<file path="config.mk">
export PLATFORM = sky130hd
export DESIGN_NAME = id_ex_stage
export DESIGN_NICKNAME = d
export VERILOG_FILES = /design/src/rtl/id_ex_stage.sv
export SDC_FILE = /design/constraint.sdc
export NUM_CORES = 1
export LEC_CHECK = 0
export ABC_AREA = 1
export CORE_MARGIN = 10
export CORE_UTILIZATION = 37
export DETAILED_ROUTE_END_ITERATION = 12
export PLACE_DENSITY = 0.82
export SLEW_MARGIN = 20
export SYNTH_ARGS = -nofsm -noshare
export SYNTH_HDL_FRONTEND = slang
export SYNTH_SLANG_ARGS = --single-unit
</file>
<file path="constraint.sdc">
create_clock -name clk -period 2.1 [get_ports clk]
set_input_delay 0.315 -clock clk [delete_from_list [all_inputs] [get_ports clk]]
set_output_delay 0.315 -clock clk [all_outputs]
set_load 0.05 [all_outputs]
</file>
<file path="src/rtl/id_ex_stage.sv">
`default_nettype none
// ============================================================================
//  Module      : id_ex_stage
//  Description : ID/EX pipeline register with hazard unit. Captures decoded
//                operands/controls from decode, forwards results from EX/MEM
//                and MEM/WB onto the EX operands, and stalls decode on
//                load-use (or, without forwarding, on any pending RAW).
//  Revision    : 1.0 - initial release
// ----------------------------------------------------------------------------
//  Parameters : DW (datapath width), AW (register address width),
//               CW (ALU control width)
//  Build macro: FORWARDING_EN - when defined, EX/MEM and MEM/WB results are
//               forwarded onto d1/d2/store data. When undefined, operands come
//               straight from the captured regfile values and decode is
//               stalled until the producer reaches MEM/WB.
//  Ports:
//    clk, rst                 clock, synchronous active-high reset
//    id_*                     decoded instruction from the decode stage
//    flush                    kill the instruction entering EX
//    exmem_*, memwb_*         producer info from downstream pipeline regs
//    stall                    combinational decode/PC hold request
//    ex_valid                 EX slot holds a real instruction
//    d1_out/d2_out/imm_out    operands to the execution ALU
//    aluctrl_out              ALU op to the execution ALU
//    ex_dst, ex_reg_write,
//    ex_mem_read, ex_mem_write registered destination and controls
//    ex_store_data            forwarded rt value for stores
// ============================================================================
module id_ex_stage #(
    parameter int DW = 32,
    parameter int AW = 5,
    parameter int CW = 5
) (
    input  logic          clk,
    input  logic          rst,
    input  logic          id_valid,
    input  logic [AW-1:0] id_rs_addr,
    input  logic [AW-1:0] id_rt_addr,
    input  logic [AW-1:0] id_dst_addr,
    input  logic [DW-1:0] id_rs_data,
    input  logic [DW-1:0] id_rt_data,
    input  logic [DW-1:0] id_imm,
    input  logic [4:0]    id_shamt,
    input  logic [CW-1:0] id_aluctrl,
    input  logic          id_alu_src,
    input  logic          id_reg_write,
    input  logic          id_mem_read,
    input  logic          id_mem_write,
    input  logic          flush,
    input  logic          exmem_reg_write,
    input  logic [AW-1:0] exmem_dst,
    input  logic [DW-1:0] exmem_result,
    input  logic          memwb_reg_write,
    input  logic [AW-1:0] memwb_dst,
    input  logic [DW-1:0] memwb_result,
    output logic          stall,
    output logic          ex_valid,
    output logic [DW-1:0] d1_out,
    output logic [DW-1:0] d2_out,
    output logic [DW-1:0] imm_out,
    output logic [CW-1:0] aluctrl_out,
    output logic [AW-1:0] ex_dst,
    output logic          ex_reg_write,
    output logic          ex_mem_read,
    output logic          ex_mem_write,
    output logic [DW-1:0] ex_store_data
);

    // Shift opcodes take their operand from the shamt field, not the immediate
    localparam logic [CW-1:0] c_ALU_SLL = CW'(13);
    localparam logic [CW-1:0] c_ALU_SRL = CW'(14);
    localparam logic [CW-1:0] c_ALU_SRA = CW'(15);

    // ------------------------------------------------------------------
    // Pipeline registers
    // ------------------------------------------------------------------
    logic          r_ex_valid;
    logic [AW-1:0] r_rs_addr;
    logic [AW-1:0] r_rt_addr;
    logic [AW-1:0] r_dst;
    logic [DW-1:0] r_rs_data;
    logic [DW-1:0] r_rt_data;
    logic [DW-1:0] r_imm;
    logic [CW-1:0] r_aluctrl;
    logic          r_alu_src;
    logic          r_reg_write;
    logic          r_mem_read;
    logic          r_mem_write;

    logic          w_is_shift;
    logic [DW-1:0] w_imm_sel;
    logic          w_ex_match;
    logic          w_load_use;
    logic          w_raw_stall;
    logic          w_hazard;
    logic [DW-1:0] w_fwd_rs;
    logic [DW-1:0] w_fwd_rt;

    assign w_is_shift = (id_aluctrl == c_ALU_SLL) || (id_aluctrl == c_ALU_SRL) ||
                        (id_aluctrl == c_ALU_SRA);
    assign w_imm_sel  = w_is_shift ? {{(DW-5){1'b0}}, id_shamt} : id_imm;

    // ------------------------------------------------------------------
    // Hazard detection
    // ------------------------------------------------------------------
    // Instruction in EX targets a register that decode is reading
    assign w_ex_match = r_ex_valid && (r_dst != '0) &&
                        ((r_dst == id_rs_addr) || (r_dst == id_rt_addr));
    // A load's data is not available until MEM/WB, so one bubble is needed
    assign w_load_use = id_valid && w_ex_match && r_mem_read;

`ifdef FORWARDING_EN
    assign w_raw_stall = 1'b0;

    // EX/MEM is the younger producer and therefore wins over MEM/WB
    function automatic logic [DW-1:0] f_forward(input logic [AW-1:0] addr,
                                                input logic [DW-1:0] captured);
        logic [DW-1:0] v;
        v = captured;
        if ((addr != '0) && exmem_reg_write && (exmem_dst == addr)) begin
            v = exmem_result;
        end else if ((addr != '0) && memwb_reg_write && (memwb_dst == addr)) begin
            v = memwb_result;
        end
        return v;
    endfunction

    always_comb begin
        w_fwd_rs = f_forward(r_rs_addr, r_rs_data);
        w_fwd_rt = f_forward(r_rt_addr, r_rt_data);
    end
`else
    logic w_exmem_match;
    logic w_unused_fwd;

    // Without forwarding, decode waits until the producer is in MEM/WB;
    // the regfile writes before it reads, so MEM/WB needs no stall.
    assign w_exmem_match = exmem_reg_write && (exmem_dst != '0) &&
                           ((exmem_dst == id_rs_addr) || (exmem_dst == id_rt_addr));
    assign w_raw_stall   = id_valid && ((w_ex_match && r_reg_write) || w_exmem_match);

    always_comb begin
        w_fwd_rs = r_rs_data;
        w_fwd_rt = r_rt_data;
    end

    assign w_unused_fwd = ^{exmem_result, memwb_reg_write, memwb_dst, memwb_result};
`endif

    assign w_hazard = w_load_use || w_raw_stall;
    assign stall    = w_hazard && !rst && !flush;

    // ------------------------------------------------------------------
    // ID/EX register: rst > flush > stall bubble > capture.
    // Bubbles clear only the valid bit and controls; data simply holds.
    // ------------------------------------------------------------------
    always_ff @(posedge clk) begin
        if (rst) begin
            r_ex_valid  <= 1'b0;
            r_rs_addr   <= '0;
            r_rt_addr   <= '0;
            r_dst       <= '0;
            r_rs_data   <= '0;
            r_rt_data   <= '0;
            r_imm       <= '0;
            r_aluctrl   <= '0;
            r_alu_src   <= 1'b0;
            r_reg_write <= 1'b0;
            r_mem_read  <= 1'b0;
            r_mem_write <= 1'b0;
        end else if (flush || stall || !id_valid) begin
            r_ex_valid  <= 1'b0;
            r_reg_write <= 1'b0;
            r_mem_read  <= 1'b0;
            r_mem_write <= 1'b0;
        end else begin
            r_ex_valid  <= 1'b1;
            r_rs_addr   <= id_rs_addr;
            r_rt_addr   <= id_rt_addr;
            r_dst       <= id_dst_addr;
            r_rs_data   <= id_rs_data;
            r_rt_data   <= id_rt_data;
            r_imm       <= w_imm_sel;
            r_aluctrl   <= id_aluctrl;
            r_alu_src   <= id_alu_src;
            r_reg_write <= id_reg_write;
            r_mem_read  <= id_mem_read;
            r_mem_write <= id_mem_write;
        end
    end

    // ------------------------------------------------------------------
    // Outputs to execution
    // ------------------------------------------------------------------
    assign ex_valid      = r_ex_valid;
    assign d1_out        = w_fwd_rs;
    assign d2_out        = r_alu_src ? r_imm : w_fwd_rt;
    assign imm_out       = r_imm;
    assign aluctrl_out   = r_aluctrl;
    assign ex_dst        = r_dst;
    assign ex_reg_write  = r_reg_write;
    assign ex_mem_read   = r_mem_read;
    assign ex_mem_write  = r_mem_write;
    assign ex_store_data = w_fwd_rt;

endmodule
`default_nettype wire

</file>
* After elaboration in Yosys (flattened, before gate mapping)
Cells that the tools add are included.
** Cells by class
- Reduce and logical (&&, ||, !) cells :: 24
- Multiplexer cells :: 3
- Equality and inequality tests :: 7
** Operators with widths (count)
- 2-to-1 mux 32 bit :: 2
- == test 5 bit :: 4
- == test 5 x 4 -> 1 bit, second input constant :: 3
- logical AND 1 bit :: 10
- nonzero test 5 bit :: 2
- logical OR 1 bit :: 8
- logical NOT 1 bit :: 3
- OR reduction 2 bit :: 1
- 2-to-1 mux 1 bit :: 1
** Storage, ports and cells
- Output and inout bits :: 143
- Register bits :: 111

* Depth between registers and ports, before layout
Gate-level depths: netlist of run 1.
- Word-level depth :: 12
- Depth in mapped cells :: 14

* Least setup slack after synthesis of run 1
No wires, ideal clock.
- Path kind :: reg2out
- From :: reg r_dst[3] (netlist: ex_dst[3])
- To :: out stall
- Stages on the path, launching flop included :: 13
- Data required time :: 1785 ps
- Setup slack :: -470 ps
- Arrival time :: 2255 ps
- Cells stage by stage :: dfxtp_1 > inv_1 > nand2_1 > nand2_1 > nor2_1 > nand3_1 > nand2_1 > nand2_1 > nand2_1 > nand2_2 > buf_4 > buf_2 > nor2_1
** Between the ends
- Longest elaborated chain between the ends :: 9
- Elaborated cells between the ends (all ways) :: 14
- Those cells by class :: eq/ne (2); reduce/logical (12)
** Ends and longest elaborated chain
- start, declared :: RTL line 80 : logic [AW-1:0] r_dst;
- start signal, assigned :: RTL line 180 : r_dst <= id_dst_addr;
- == test 5 bit or nonzero test 5 bit (tied branches) :: RTL line 108, 107
- logical OR 1 bit or logical AND 1 bit (tied branches) :: RTL line 108, 107
- logical AND 1 bit * :: RTL line 107 : assign w_ex_match = r_ex_valid && (r_dst != '0) &&
- logical AND 1 bit :: RTL line 140 : assign w_raw_stall = id_valid && ((w_ex_match && r_reg_write) || w_exmem_match);
- logical OR 1 bit :: RTL line 140
- logical AND 1 bit :: RTL line 140
- logical OR 1 bit * :: RTL line 150 : assign w_hazard = w_load_use || w_raw_stall;
- logical AND 1 bit * (2 in series) :: RTL line 151 : assign stall = w_hazard && !rst && !flush;
- end, declared :: RTL line 56 : output logic stall,
Every way passes the cells marked *; elsewhere a longest branch is shown, timed or not.

* Final worst setup path of run 1
- From :: reg r_dst[4] (netlist: ex_dst[4])
- To :: out ex_dst[4]
** RTL lines
- end, declared :: RTL line 62 : output logic [AW-1:0] ex_dst,
No word-level cell between the ends.

==> qor.yml, run 1 <==
outcome: "complete, no violations"
max-cap-violations: 0
max_stage_delay_ps: 870
drt_iter0_markers: 276
dpl-instance-area_mm2: 0.00864
io-pin-count: 348
worst_path_max_delay_cell: "clkdlybuf4s50_1"
synth-edff-count: 0
synth_fp_nets: 988
clk_pin_slew_worst_paths_ps: 80
io_buffers: 277
ys_ff_latch: 111
vias: 5966
post-route-min-period_ps: 2010
finalCritPeriodShare_pct: 95.6
synth_top_cell_area_share_pct: 39.6
vias_per_cell: 4.85
synthCells: 783
synth_top_area_cell: "dfxtp_1"
rsz0062_at_grt: "false"
total_leakage_power_nw: 3.92
avgSynthCellArea_um2: 7.17
endpoint: "ex_dst[4]"
core_mm2: 0.0147
row_count: 44
min_path_cells: 2
cp.required_ps: 1780
drive_gt1_share_pct: 12.0
cts.sinks: 111
r2r_start: "ex_dst[4]"
netlist_area_mm2: 0.00561
seq_area_mm2: 0.00223
ant_nets: 0
ys_types: 24
track_usage_pct: 18.3
fmax_ghz: 0.498
synth_ff_type: "dfxtp_1"
cp-startpoint: "ex_dst[4]"
critPathCaptureType: "output port"
ys_warn_count: 0
hpwl_um: 15000
worst-path-buf-inv: 1
wl_um: 19800
final_util_pct: 61.1
slew_viol_final: 0
tightest_slew_ps: 586
antenna_cells: 0
insertion_delay_ps: 350
die_w_um: 143
peakVddDrop_mv: 0.379
cts_made_buffers: 9
ff2ff_setup_slack_ps: 210
r2r_cells: 12
place.gp.congestion: 0.887
finalSetupViolCount: 0
holdWs_ps: 485
cp-start-kind: "flip-flop"
clockBufferDepth: 2
final_area_mm2: 0.00898
cp.arrival_ps: 1690
tns_ps: 0
yosysMostFrequentCell: "nand2_1"
grt_start_max_net_pins: 56
grt_pass1_vias: 5620
async_flop_share_pct: 0
setup_slack_ps: 93.0
nets: 1245
dieArea_mm2: 0.0205
grt_pass1_wl_um: 30200
postCtsHoldBufs: 0
path_depth: 1
nFillCells: 1289
cts-htree-levels: 3
ys_seq_area_share_pct: 39.6
p_per_area_mw_per_mm2: 678
start_util_pct: 38.2
clock-root-buffer: "clkbuf_16"
firstDrtPassIters: 4
hp-class: "flip-flop to flip-flop"
syn_to_final_growth_pct: 60.1
multi_input_area_mm2: 0.00297
netlist_top_cells_count: "nand2_1 (182), nor2_1 (132), dfxtp_1 (111)"
drc_errors: 0
finClkSkew_ps: 14.4
hold_violations: 0
worstSetupPathType: "flip-flop to output port"
path_max_fanout: 5
yosys-top-cells-area: "dfxtp_1 (40%), nand2_1 (12%), nand3b_1 (9.9%)"
slew_headroom_pct: 60.8
reg2reg_to: "ex_store_data[11]"
die_h_um: 143
wire_per_inst_um: 16.1
preCtsSetupSlack_ps: -150
cts_tree: "yes"
worstPathCellList: "clkdlybuf4s50_1"
antenna_found_initial: 0
path_delay_family: "buffers and inverters"
grt_overflow: 0
worst min-delay path by stage:
stage,start,end,slack [ps]
after floorplan,rst,ex_valid,390
after global placement,d1_out[31],d1_out[31],460
after detailed placement,d1_out[4],d1_out[4],470
after CTS,d1_out[24],d1_out[24],490
after global routing,d1_out[1],d1_out[1],510
final,d1_out[14],d1_out[14],480
cells in the final DEF (no fill, tap or decap), types with 3 or more instances in the layout:
cell / instances
clkdlybuf4s50_1: 230
nand2_1: 181
nor2_1: 129
a21oi_1: 107
dfxtp_1: 106
nand3b_1: 74
buf_4: 49
nand3_1: 35
mux2_2: 29
inv_1: 26
buf_12: 15
clkbuf_16: 9
dlymetal6s2s_1: 8
dlygate4sd2_1: 6
mux2i_1: 5
xnor2_1: 4
dfxtp_2: 4
clkinv_2: 3
nor3b_1: 3
power breakdown:
| group | switching, mW | internal, mW | leakage, nW | total (mW) |
|---|---|---|---|---|
| registers | 0.106 | 2.25 | 0.918 | 2.35 |
| clock network | 0.772 | 0.989 | 0.152 | 1.76 |
| logic | 1.16 | 0.811 | 2.85 | 1.97 |
per-layer routing:
layer  up-vias  wire, um  track usage [%]
li1       3053         -                -
met1      2719      8090             21.0
met2       186      9890             31.2
met3         8      1740             6.87
met4         0       130             5.21
met5         -         0                0
per-stage QoR:
step	total power, mW	instances
after floorplan	3.58	783
after global placement	4.37	1212
after detailed placement	4.39	1212
after CTS	6.17	1229
after global routing	6.37	1229
final	6.09	1229
tightest hold or removal path, stage by stage (launching register included):
cell and delay (ps):
dfxtp_1 330, a21oi_1 40, nor2_1 80
area by class of cell:
type	count	share of cell area, %
flip-flops and latches	111	24.8
clock inverters	5	0.627
repair buffers	309	34.9
clock buffers	11	2.81
well taps	184	2.56
multi-input cells	579	33.0
inverters	30	1.27
logic make-up after synthesis:
kind of cell / synth area share (%)
flops: 39.6
mux: 6.71
xor+xnor: 0.780
buf+inv: 8.16
compound gates: 9.77
simple gates: 35.0
repair_timing:
action,4_1_cts,5_1_grt
setup buffers,1,0
setup endpoints to repair,1,43
gates resized for setup,7,11
pin swaps,6,2
registers in the layout, indices dropped and copies added, names as in the netlist:
register	count
r_alu_src	1
imm_out	32
aluctrl_out	5
ex_mem_read	1
ex_store_data	32
ex_dst	5
ex_reg_write	1
d1_out	32
ex_valid	1
ex_mem_write	1
No activity file was read; power rests on OpenSTA's default activity.
==> run 2: changes to the inputs <==
- PLACE_DENSITY: 0.82 -> 0.86
==> run 2 against run 1 <==
Sequential share of layout area up 0.16 points. Sequential power about the same. Fmax down 0.46%. Clock power down 9.7%. Combinational power about the same. Critical endpoint is now stall. Largest cell class unchanged.
==> qor.yml, run 2 (same netlist as run 1, synthesis figures left out) <==
path_common_cell: "nand2_1"
fmax_ghz: 0.496  # -0.46%
worstPathCellList: "clkdlybuf4s50_1 -> inv_1 -> nand2_1 -> nand2_1 -> nor2_1 -> nand3_1 -> nand2_1 -> nand2_1 -> nand2_2 -> nand2_8 -> nor2_4 -> buf_12"
core_mm2: 0.0147  # unchanged
drive_gt1_share_pct: 11.3  # -0.71 points
max_stage_delay_ps: 510  # -360 ps
holdWs_ps: 479  # -5.90 ps
clockBufferDepth: 2  # unchanged
insertion_delay_ps: 340  # about the same
grt_start_max_net_pins: 55  # -1.8%
syn_to_final_growth_pct: 58.9
peakVddDrop_mv: 0.332  # -12%
ant_nets: 0  # unchanged
hp-class: "flip-flop to flip-flop"
start_util_pct: 38.2  # unchanged
postCtsHoldBufs: 0  # unchanged
die_w_um: 143  # unchanged
vias_per_cell: 4.86  # about the same
place.gp.congestion: 0.903  # +1.8%
clk_pin_slew_worst_paths_ps: 70  # about the same
track_usage_pct: 18.4  # +0.092 points
critPathCaptureType: "output port"
dpl-instance-area_mm2: 0.00860  # -0.49%
post-route-min-period_ps: 2020  # +9.37 ps
grt_pass1_vias: 5660  # +0.71%
total_leakage_power_nw: 3.90  # -0.36%
antenna_found_initial: 0  # unchanged
die_h_um: 143  # unchanged
final_area_mm2: 0.00891  # -0.77%
io_buffers: 277  # unchanged
tightest_slew_ps: 579  # -6.46 ps
grt_pass1_wl_um: 30100  # -0.23%
hpwl_um: 15200  # +1.6%
antenna_cells: 0  # unchanged
slew_viol_final: 0  # unchanged
drc_errors: 0  # unchanged
cts_tree: "yes"
worstSetupPathType: "input pin to output port"
row_count: 44  # unchanged
cts_made_buffers: 9  # unchanged
grt_overflow: 0  # unchanged
wire_per_inst_um: 16.3  # +1.2%
max-cap-violations: 0  # unchanged
finalCritPeriodShare_pct: 96.0  # +0.45 points
cts.sinks: 111  # unchanged
cp.arrival_ps: 1700  # about the same
nets: 1241  # -0.32%
vias: 5945  # -0.35%
firstDrtPassIters: 6  # +2
p_per_area_mw_per_mm2: 663  # -2.1%
final_util_pct: 60.6  # -0.47 points
final_common_cell: "clkdlybuf4s50_1"
slew_headroom_pct: 61.3  # +0.43 points
finClkSkew_ps: 8.38  # -6.03 ps
cp-start-kind: "input pin"
cp.required_ps: 1780  # about the same
final_cell_mix: "clkdlybuf4s50_1 (232), nand2_1 (181), nor2_1 (130)"
clock-root-buffer: "clkbuf_16"
io-pin-count: 348  # unchanged
wl_um: 20000  # +0.80%
hold_violations: 0  # unchanged
nFillCells: 1290  # +0.078%
drt_iter0_markers: 336  # +22%
worst_path_max_delay_cell: "clkdlybuf4s50_1"
finalSetupViolCount: 0  # unchanged
dieArea_mm2: 0.0205  # unchanged
outcome: "complete, no violations"
cts-htree-levels: 3  # unchanged
path_max_fanout: 3  # -2
==> run 2: cell count changes in the layout (fill, tap and decap cells not counted), sizes merged <==
| cell | delta |
|---|---|
| bufinv | -1 |
| clkinvlp | +1 |
| buf | -4 |
| clkdlybuf4s50 | +2 |
| clkbuf | +1 |
| clkinv | -2 |
| dlygate4sd2 | -6 |
| dlymetal6s2s | +4 |
==> run 2: critical path, delay by kind of cell <==
kind	cells	cell delay, ps
buffers and inverters	3	720
AND/OR/NAND/NOR	9	660
==> run 2: final cells by class <==
type	count	area, um2	share of cell area (%)
timing repair buffer	305	3110	34.9
multi-input combinational	579	2960	33.2
sequential	111	2230	25.0
clock buffer	12	246	2.76
tap	184	230	2.58
inverter	30	114	1.28
clock inverter	3	20.0	0.225
==> run 2: power by group <==
part | switching (mW) | internal [mW] | total, mW
sequential | 0.103 | 2.25 | 2.35
clock | 0.754 | 0.831 | 1.59
combinational | 1.17 | 0.808 | 1.98
==> run 2: stage by stage <==
step / setup TNS, ps / setup slack (ps) / std cells / total power, mW
detailed placement: -7120 / -133 / 1208 / 4.39
global route: -6.78 / -6.78 / 1224 / 6.20
global placement: -7000 / -139 / 1208 / 4.36
floorplan: 0 / 6.68 / 783 / 3.58
CTS: 0 / 45.9 / 1224 / 5.98
finish: 0 / 83.6 / 1224 / 5.91
==> run 2: final timing paths <==
kind / slack [ps] / start / depth (start not counted) / to
setup / recovery: 80 / id_rt_addr[3] / 12 / stall
hold / removal: 480 / d1_out[23] / 2 / d1_out[23]
setup reg to reg: 240 / ex_dst[4] / 12 / imm_out[3]
hold reg to reg: 480 / d1_out[23] / 2 / d1_out[23]
==> run 2: layer usage <==
| metal | track usage [%] | part of all wire [%] | vias to the layer above |
|---|---|---|---|
| met5 | 0 | 0 | - |
| met4 | 5.81 | 1.7 | 0 |
| met3 | 7.50 | 9.5 | 21 |
| met2 | 31.4 | 49 | 210 |
| met1 | 20.6 | 40 | 2669 |
| li1 | - | - | 3045 |
==> run 2: what timing repair did <==
action,in CTS,in global routing
pin swaps,0,2
setup buffers,1,0
setup endpoints to repair,1,32
resized for setup,1,14
